==> config.mk <==
export PLATFORM = sky130hd
export DESIGN_NAME = axi_lite_cmd_master
export DESIGN_NICKNAME = d
export VERILOG_FILES = /design/src/rtl/axi_lite_cmd_master.sv
export SDC_FILE = /design/constraint.sdc
export NUM_CORES = 1
export LEC_CHECK = 0
export CELL_PAD_IN_SITES_DETAIL_PLACEMENT = 0
export CELL_PAD_IN_SITES_GLOBAL_PLACEMENT = 1
export CORE_UTILIZATION = 33
export DETAILED_ROUTE_END_ITERATION = 12
export GPL_TIMING_DRIVEN = 1
export HOLD_SLACK_MARGIN = 0.06
export PLACE_DENSITY_LB_ADDON = 0.25
export SYNTH_ARGS = -nofsm -noshare
export SYNTH_HDL_FRONTEND = slang
export SYNTH_SLANG_ARGS = --single-unit
export TNS_END_PERCENT = 30
==> constraint.sdc <==
create_clock -name clk -period 1.9 [get_ports clk]
set_input_delay 0.285 -clock clk [delete_from_list [all_inputs] [get_ports clk]]
set_output_delay 0.285 -clock clk [all_outputs]
set_load 0.005 [all_outputs]
==> src/rtl/axi_lite_cmd_master.sv <==
// Single-outstanding AXI-Lite master: one valid/ready command becomes one AXI-Lite read or write.
// Optional response timeout and idle stray-beat drain are enabled with AXIL_MST_TIMEOUT_EN.
module axi_lite_cmd_master #(
  parameter int DATA_W         = 32,
  parameter int ADDR_W         = 32,
  parameter int TIMEOUT_CYCLES = 256
) (
  input  logic              clk,
  input  logic              rst_n,
  input  logic              cmd_valid,
  output logic              cmd_ready,
  input  logic              cmd_write,
  input  logic [ADDR_W-1:0] cmd_addr,
  input  logic [DATA_W-1:0] cmd_wdata,
  output logic              rsp_valid,
  input  logic              rsp_ready,
  output logic [DATA_W-1:0] rsp_rdata,
  output logic [1:0]        rsp_resp,
  output logic              busy,
  output logic [ADDR_W-1:0] m_axi_awaddr,
  output logic              m_axi_awvalid,
  input  logic              m_axi_awready,
  output logic [DATA_W-1:0] m_axi_wdata,
  output logic              m_axi_wvalid,
  input  logic              m_axi_wready,
  input  logic              m_axi_bvalid,
  input  logic [1:0]        m_axi_bresp,
  output logic              m_axi_bready,
  output logic [ADDR_W-1:0] m_axi_araddr,
  output logic              m_axi_arvalid,
  input  logic              m_axi_arready,
  input  logic              m_axi_rvalid,
  input  logic [DATA_W-1:0] m_axi_rdata,
  input  logic [1:0]        m_axi_rresp,
  output logic              m_axi_rready
);

  // state   | meaning
  // IDLE    | waiting for a command, cmd_ready high
  // WR      | AW and W beats outstanding, each valid drops after its own handshake
  // WR_RESP | waiting for B, bready high
  // RD      | AR beat outstanding
  // RD_DATA | waiting for R, rready high
  // RSP     | response held on rsp_* until rsp_ready
  typedef enum logic [2:0] {IDLE, WR, WR_RESP, RD, RD_DATA, RSP} state_t;

  state_t state;
  logic   tmo_hit;

  if (TIMEOUT_CYCLES < 2) begin : g_bad_timeout
    $error("TIMEOUT_CYCLES must be >= 2");
  end

`ifdef AXIL_MST_TIMEOUT_EN
  localparam int               TMO_W      = $clog2(TIMEOUT_CYCLES);
  localparam logic [TMO_W-1:0] TMO_LOAD   = TMO_W'(TIMEOUT_CYCLES - 1);
  localparam logic             IDLE_DRAIN = 1'b1;

  logic [TMO_W-1:0] tmo_cnt;

  // Reloaded outside the waiting states, so every entry into WR_RESP/RD_DATA starts a full window.
  always_ff @(posedge clk or negedge rst_n) begin
    if (!rst_n) begin
      tmo_cnt <= TMO_LOAD;
    end else if (state != WR_RESP && state != RD_DATA) begin
      tmo_cnt <= TMO_LOAD;
    end else if (tmo_cnt != '0) begin
      tmo_cnt <= tmo_cnt - 1'b1;
    end
  end

  assign tmo_hit = (tmo_cnt == '0);
`else
  localparam logic IDLE_DRAIN = 1'b0;

  assign tmo_hit = 1'b0;
`endif

  always_ff @(posedge clk or negedge rst_n) begin
    if (!rst_n) begin
      state         <= IDLE;
      cmd_ready     <= 1'b0;
      rsp_valid     <= 1'b0;
      rsp_rdata     <= '0;
      rsp_resp      <= 2'b00;
      busy          <= 1'b0;
      m_axi_awaddr  <= '0;
      m_axi_awvalid <= 1'b0;
      m_axi_wdata   <= '0;
      m_axi_wvalid  <= 1'b0;
      m_axi_bready  <= 1'b0;
      m_axi_araddr  <= '0;
      m_axi_arvalid <= 1'b0;
      m_axi_rready  <= 1'b0;
    end else begin
      unique case (state)
        IDLE: begin
          cmd_ready    <= 1'b1;
          m_axi_bready <= IDLE_DRAIN;
          m_axi_rready <= IDLE_DRAIN;
          if (cmd_valid && cmd_ready) begin
            cmd_ready    <= 1'b0;
            busy         <= 1'b1;
            m_axi_bready <= 1'b0;
            m_axi_rready <= 1'b0;
            if (cmd_write) begin
              m_axi_awaddr  <= cmd_addr;
              m_axi_wdata   <= cmd_wdata;
              m_axi_awvalid <= 1'b1;
              m_axi_wvalid  <= 1'b1;
              state         <= WR;
            end else begin
              m_axi_araddr  <= cmd_addr;
              m_axi_arvalid <= 1'b1;
              state         <= RD;
            end
          end
        end
        WR: begin
          if (m_axi_awready) m_axi_awvalid <= 1'b0;
          if (m_axi_wready)  m_axi_wvalid  <= 1'b0;
          // A low valid here means that channel already completed on an earlier edge.
          if ((!m_axi_awvalid || m_axi_awready) && (!m_axi_wvalid || m_axi_wready)) begin
            m_axi_bready <= 1'b1;
            state        <= WR_RESP;
          end
        end
        WR_RESP: begin
          if (m_axi_bvalid) begin
            rsp_resp     <= m_axi_bresp;
            rsp_rdata    <= '0;
            rsp_valid    <= 1'b1;
            m_axi_bready <= 1'b0;
            state        <= RSP;
          end else if (tmo_hit) begin
            rsp_resp     <= 2'b11;
            rsp_rdata    <= '0;
            rsp_valid    <= 1'b1;
            m_axi_bready <= 1'b0;
            state        <= RSP;
          end
        end
        RD: begin
          if (m_axi_arready) begin
            m_axi_arvalid <= 1'b0;
            m_axi_rready  <= 1'b1;
            state         <= RD_DATA;
          end
        end
        RD_DATA: begin
          if (m_axi_rvalid) begin
            rsp_resp     <= m_axi_rresp;
            rsp_rdata    <= m_axi_rdata;
            rsp_valid    <= 1'b1;
            m_axi_rready <= 1'b0;
            state        <= RSP;
          end else if (tmo_hit) begin
            rsp_resp     <= 2'b11;
            rsp_rdata    <= '0;
            rsp_valid    <= 1'b1;
            m_axi_rready <= 1'b0;
            state        <= RSP;
          end
        end
        RSP: begin
          if (rsp_ready) begin
            rsp_valid    <= 1'b0;
            cmd_ready    <= 1'b1;
            busy         <= 1'b0;
            m_axi_bready <= IDLE_DRAIN;
            m_axi_rready <= IDLE_DRAIN;
            state        <= IDLE;
          end
        end
        default: state <= IDLE;
      endcase
    end
  end

endmodule
== After elaboration in Yosys (flattened, before gate mapping) ==
Index checks and enable logic that the tools add are counted.

* Equal/unequal tests: 15
* Muxes and demuxes: 39
* Bitwise operators: 1
* Reduce and logical (&&, ||, !) cells: 26

{| class="wikitable"
|+ Operators with widths
! cell !! number
|-
| 32-bit 2-to-1 mux || 2
|-
| 32-bit one-hot mux with 2 select lines || 1
|-
| 4-bit AND reduction || 6
|-
| 2-bit != test (second input constant) || 10
|-
| 3-bit 2-to-1 mux || 6
|-
| 3-bit one-hot mux with 6 select lines || 1
|-
| 1-bit 2-to-1 mux || 17
|-
| 3-bit AND reduction || 4
|-
| 1-bit one-hot mux with 2 select lines || 5
|-
| 1-bit one-hot mux with 4 select lines || 2
|-
| 2-bit nonzero test || 4
|-
| 4-bit nonzero test || 2
|-
| 3-bit by 2-bit == test with 1-bit output (second input constant) || 2
|-
| 3-bit == test (second input constant) || 2
|-
| 2-bit 2-to-1 mux || 3
|-
| 6-bit AND reduction || 1
|-
| 2-bit one-hot mux with 2 select lines || 1
|-
| 3-bit by 1-bit == test with 1-bit output (second input constant) || 1
|-
| 3-bit logical NOT || 1
|-
| 1-bit one-hot mux with 3 select lines || 1
|-
| 3-bit nonzero test || 1
|-
| 1-bit logical AND || 2
|-
| 1-bit logical NOT || 2
|-
| 1-bit logical OR || 2
|-
| other kinds (2) || 2
|}

* Bits in registers: 141
* Bits of input ports: 110
* Output and inout port bits: 138
* Logic and storage cells: 95

== Depth between registers and ports, before layout ==
* Depth after elaboration: 5
* Depth in mapped cells: 6
* Gate-level depth less buffers: 4

== Worst setup path before layout ==
No wires, ideal clock.

* Path kind: reg2reg
* Start: reg state[2]
* End: reg m_axi_araddr[10]
* Setup time: 125 ps
* Data arrival time: 1494 ps
* Data required time: 1775 ps
* Setup slack: 281 ps
* Stages on the path, launching flop included: 7
* Buffers on the path: 2
* Clock period less this slack: 1619 ps
* Cell sequence: dfrtp_1 -> nor3_2 -> and3_4 -> and2b_1 -> buf_6 -> buf_6 -> mux2_2

* Word-level cells in the longest chain between the ends: 2

{| class="wikitable"
|+ RTL lines
! item !! line !! RTL
|-
| start, declared || 47 || <nowiki>state_t state;</nowiki>
|-
| start signal, assigned || 81 || <nowiki>state <= IDLE;</nowiki>
|-
| start signal, assigned || 111 || <nowiki>state <= WR;</nowiki>
|-
| start signal, assigned || 115 || <nowiki>state <= RD;</nowiki>
|-
| 3-bit logical NOT || 96 || <nowiki>unique case (state)</nowiki>
|-
| 3-bit AND reduction (no line) || -- ||
|-
| end signal, assigned || 113 || <nowiki>m_axi_araddr <= cmd_addr;</nowiki>
|-
| end, declared || 29 || <nowiki>output logic [ADDR_W-1:0] m_axi_araddr,</nowiki>
|}

Every way passes these cells.
A chain may end at the register's enable or synchronous reset.

== Worst setup path in the final report ==
* Start: reg state[0]
* End: reg m_axi_araddr[23]

Same word-level chain as after synthesis.

==> results.toml <==
[die]
dieArea_um2 = 17500
die_w_um = 132
ios = 248
core_um2 = 16600
initial_core_util_pct = 33.7
rows = 47
fp.dieH_um = 132

[synthesis]
syn_nets = 459
yosysSeqAreaShare_pct = 63.1
postSynthCellCount = 349
yosys_register_bits = 141
async_flop_share_pct = 100
synth_top_area_share_pct = 63.1
syn-mean-instance-area_um2 = 16.0
ys_dominant_reg_cell = "dfrtp_1"
ys_warn_count = 0
synthTopCellsByArea = "dfrtp_1 63%, mux2_2 13%, mux2_4 10%"
synth_top_cell_by_area = "dfrtp_1"
synth_cell_types = 35
synth_edf_count = 0
yosysMostFrequentCell = "dfrtp_1"
synth_area_um2 = 5590
synth_common_cells = "141 x dfrtp_1, 63 x mux2_2, 38 x mux2_4, 32 x a22o_1, 12 x buf_2"

[grt]
first_global_vias = 4202
grt_max_degree = 48
antenna_found_initial = 0
track_usage_pct = 16.8
gr-total-overflow = 0
grt_pass1_wl_mm = 22.7

[finish]
fin_nets = 723
layout-drive-gt1-share_pct = 24.5
area_growth_pct = 61.5
nFillCells = 1401
diodes = 0

[worst_setup_path]
end_kind = "register"
criticalPathCategory = "reg -> reg"
crit_start = "state[0]"
worst-path-max-fanout = 11
crit_chain = "nor3_2 -> and3_4 -> and2b_1 -> buf_4 -> mux2_2"
critPathRequiredTime_ns = 2.19
r2r-start = "state[0]"
critPathLaunchType = "register"
crit_path_max_incr_delay_ns = 0.43
cp.arrival_ns = 2.08
slowest_stage = "dfrtp_1"

[power]
ir_drop_mv = 0.698
p_per_area_nw_per_um2 = 1620
p_leak_nw = 3.98

[clock_tree]
post-cts-setup-buffers = 0
numClockSinks = 141
clk_pin_slew_ns = 0.06
clock-root-buffer = "clkbuf_16"
tritoncts = "yes"
clk_path_buf_depth = 2
clk_latency_ns = 0.42
h-tree-depth = 4
cts_buffers = 17

[timing]
fmax_mhz = 560
finalCritPeriodShare_pct = 94.0
setup_viol = 0
drv_slew = 0
hold_viol = 0
max_slew_margin_pct = 76.2
fin_ws_ns = 0.113
min_period_ns = 1.79
timing.hold.ws_ns = 0.328
skew_ns = 0.00708
tightest_slew_ns = 0.358
rsz0062_at_grt = "false"

[placement]
gp_congestion = 0.758
post-place-ws_ns = -0.0163
hpwl_mm = 10.3
numPortBuffers = 247

[drt]
drt-initial-drc-count = 124
dr.pass1.iters = 6
ant_nets = 0
remaining_drc_errors = 0
routed_wirelength_mm = 14.0
wl_per_cell_um = 16.6
dr_total_vias = 3931
vias_per_cell = 4.65

[run_status]
status = "finished clean"

[job]
drv_cap = 0

[hold_path]
hold_class = "in -> async"
## logic make-up after synthesis
| family | Yosys count | synth area share [%] |
|---|---|---|
| DFF | 141 | 63.1 |
| muxes | 102 | 23.1 |
| and+or+nand+nor | 30 | 3.22 |
| buffers and inverters | 25 | 3.16 |
| AOI/OAI and AO/OA | 51 | 7.39 |
## layout make-up
type	instances	area, µm²	share of cell area [%]
Clock inverter	11	169	1.87
Inverter	3	11.3	0.125
Tap cell	220	275	3.05
Sequential cell	141	3530	39.1
Timing Repair Buffer	267	2710	30.1
Multi-Input combinational cell	183	1890	20.9
Clock buffer	20	437	4.84
## report_power, final
group	leakage [nW]	internal (W)	total, W	switching, W
Clock	0.294	0.00219	0.00342	0.00123
Sequential	1.74	0.00443	0.00521	0.000772
Combinational	1.94	0.00420	0.00600	0.00180
## per-layer routing
metal / vias up / part of all wire, % / global-route usage (%)
li1: 1790 / - / -
met1: 1956 / 43 / 20.6
met2: 176 / 46 / 26.4
met3: 9 / 9.4 / 7.23
met4: 0 / 1.1 / 6.01
met5: - / 0 / 0
## registers in the layout, indices dropped and copies added (netlist names)
register and cells:
busy 1, cmd_ready 1, m_axi_araddr 32, m_axi_arvalid 1, m_axi_awaddr 32, m_axi_awvalid 1
m_axi_bready 1, m_axi_rready 1, m_axi_wdata 32, m_axi_wvalid 1, rsp_rdata 32, rsp_resp 2
rsp_valid 1, state 3
## placed cells by master (no fill, tap or decap), types with 3 or more instances in the layout
cell type	instances
nor2_1	4
clkbuf_1	3
bufinv_16	4
mux2_4	38
clkinv_4	3
a31oi_1	3
buf_12	7
clkdlybuf4s50_1	246
a21oi_1	4
nand2_1	7
mux2_2	63
dfrtp_1	141
buf_4	12
inv_1	3
a22o_1	32
clkinv_2	3
clkbuf_16	17
nand2b_1	5
## what timing repair did
| action | CTS | global route |
|---|---|---|
| gates resized for setup | 0 | 0 |
| endpoints found under the hold margin | 31 | 0 |
| hold buffers | 1 | 0 |
## final timing paths
| path | end | slack, ns | cells after the start |
|---|---|---|---|
| max in group asynchronous | rsp_valid | 0.95 | 3 |
| max | m_axi_araddr[23] | 0.11 | 5 |
| min | m_axi_awaddr[7] | 0.33 | 2 |
| max reg2reg | m_axi_araddr[23] | 0.11 | 5 |
| min in group clk | rsp_rdata[4] | 0.46 | 2 |
| min reg2reg | m_axi_araddr[27] | 0.50 | 1 |
## stage by stage
stage / utilization [%] / setup TNS, ns / cell area (µm²) / power, W / instances
after floorplan: - / 0 / 5590 / 0.00759 / 349
after detailed placement: 50.7 / -0.0163 / 8410 / 0.0113 / 813
after global placement: 50.7 / 0 / 8410 / 0.0112 / 813
final: 54.4 / 0 / 9020 / 0.0146 / 845
after global routing: 54.4 / 0 / 9020 / 0.0154 / 845
after CTS: 54.4 / 0 / 9020 / 0.0148 / 845
## worst max-delay path, delay by kind of cell (launching register included)
| kind | cells | cell delay (ns) |
|---|---|---|
| buffers and inverters | 1 | 0.22 |
| DFF | 1 | 0.43 |
| muxes | 1 | 0.35 |
| and+or+nand+nor | 3 | 0.67 |
(Power assumes the default switching activity.)
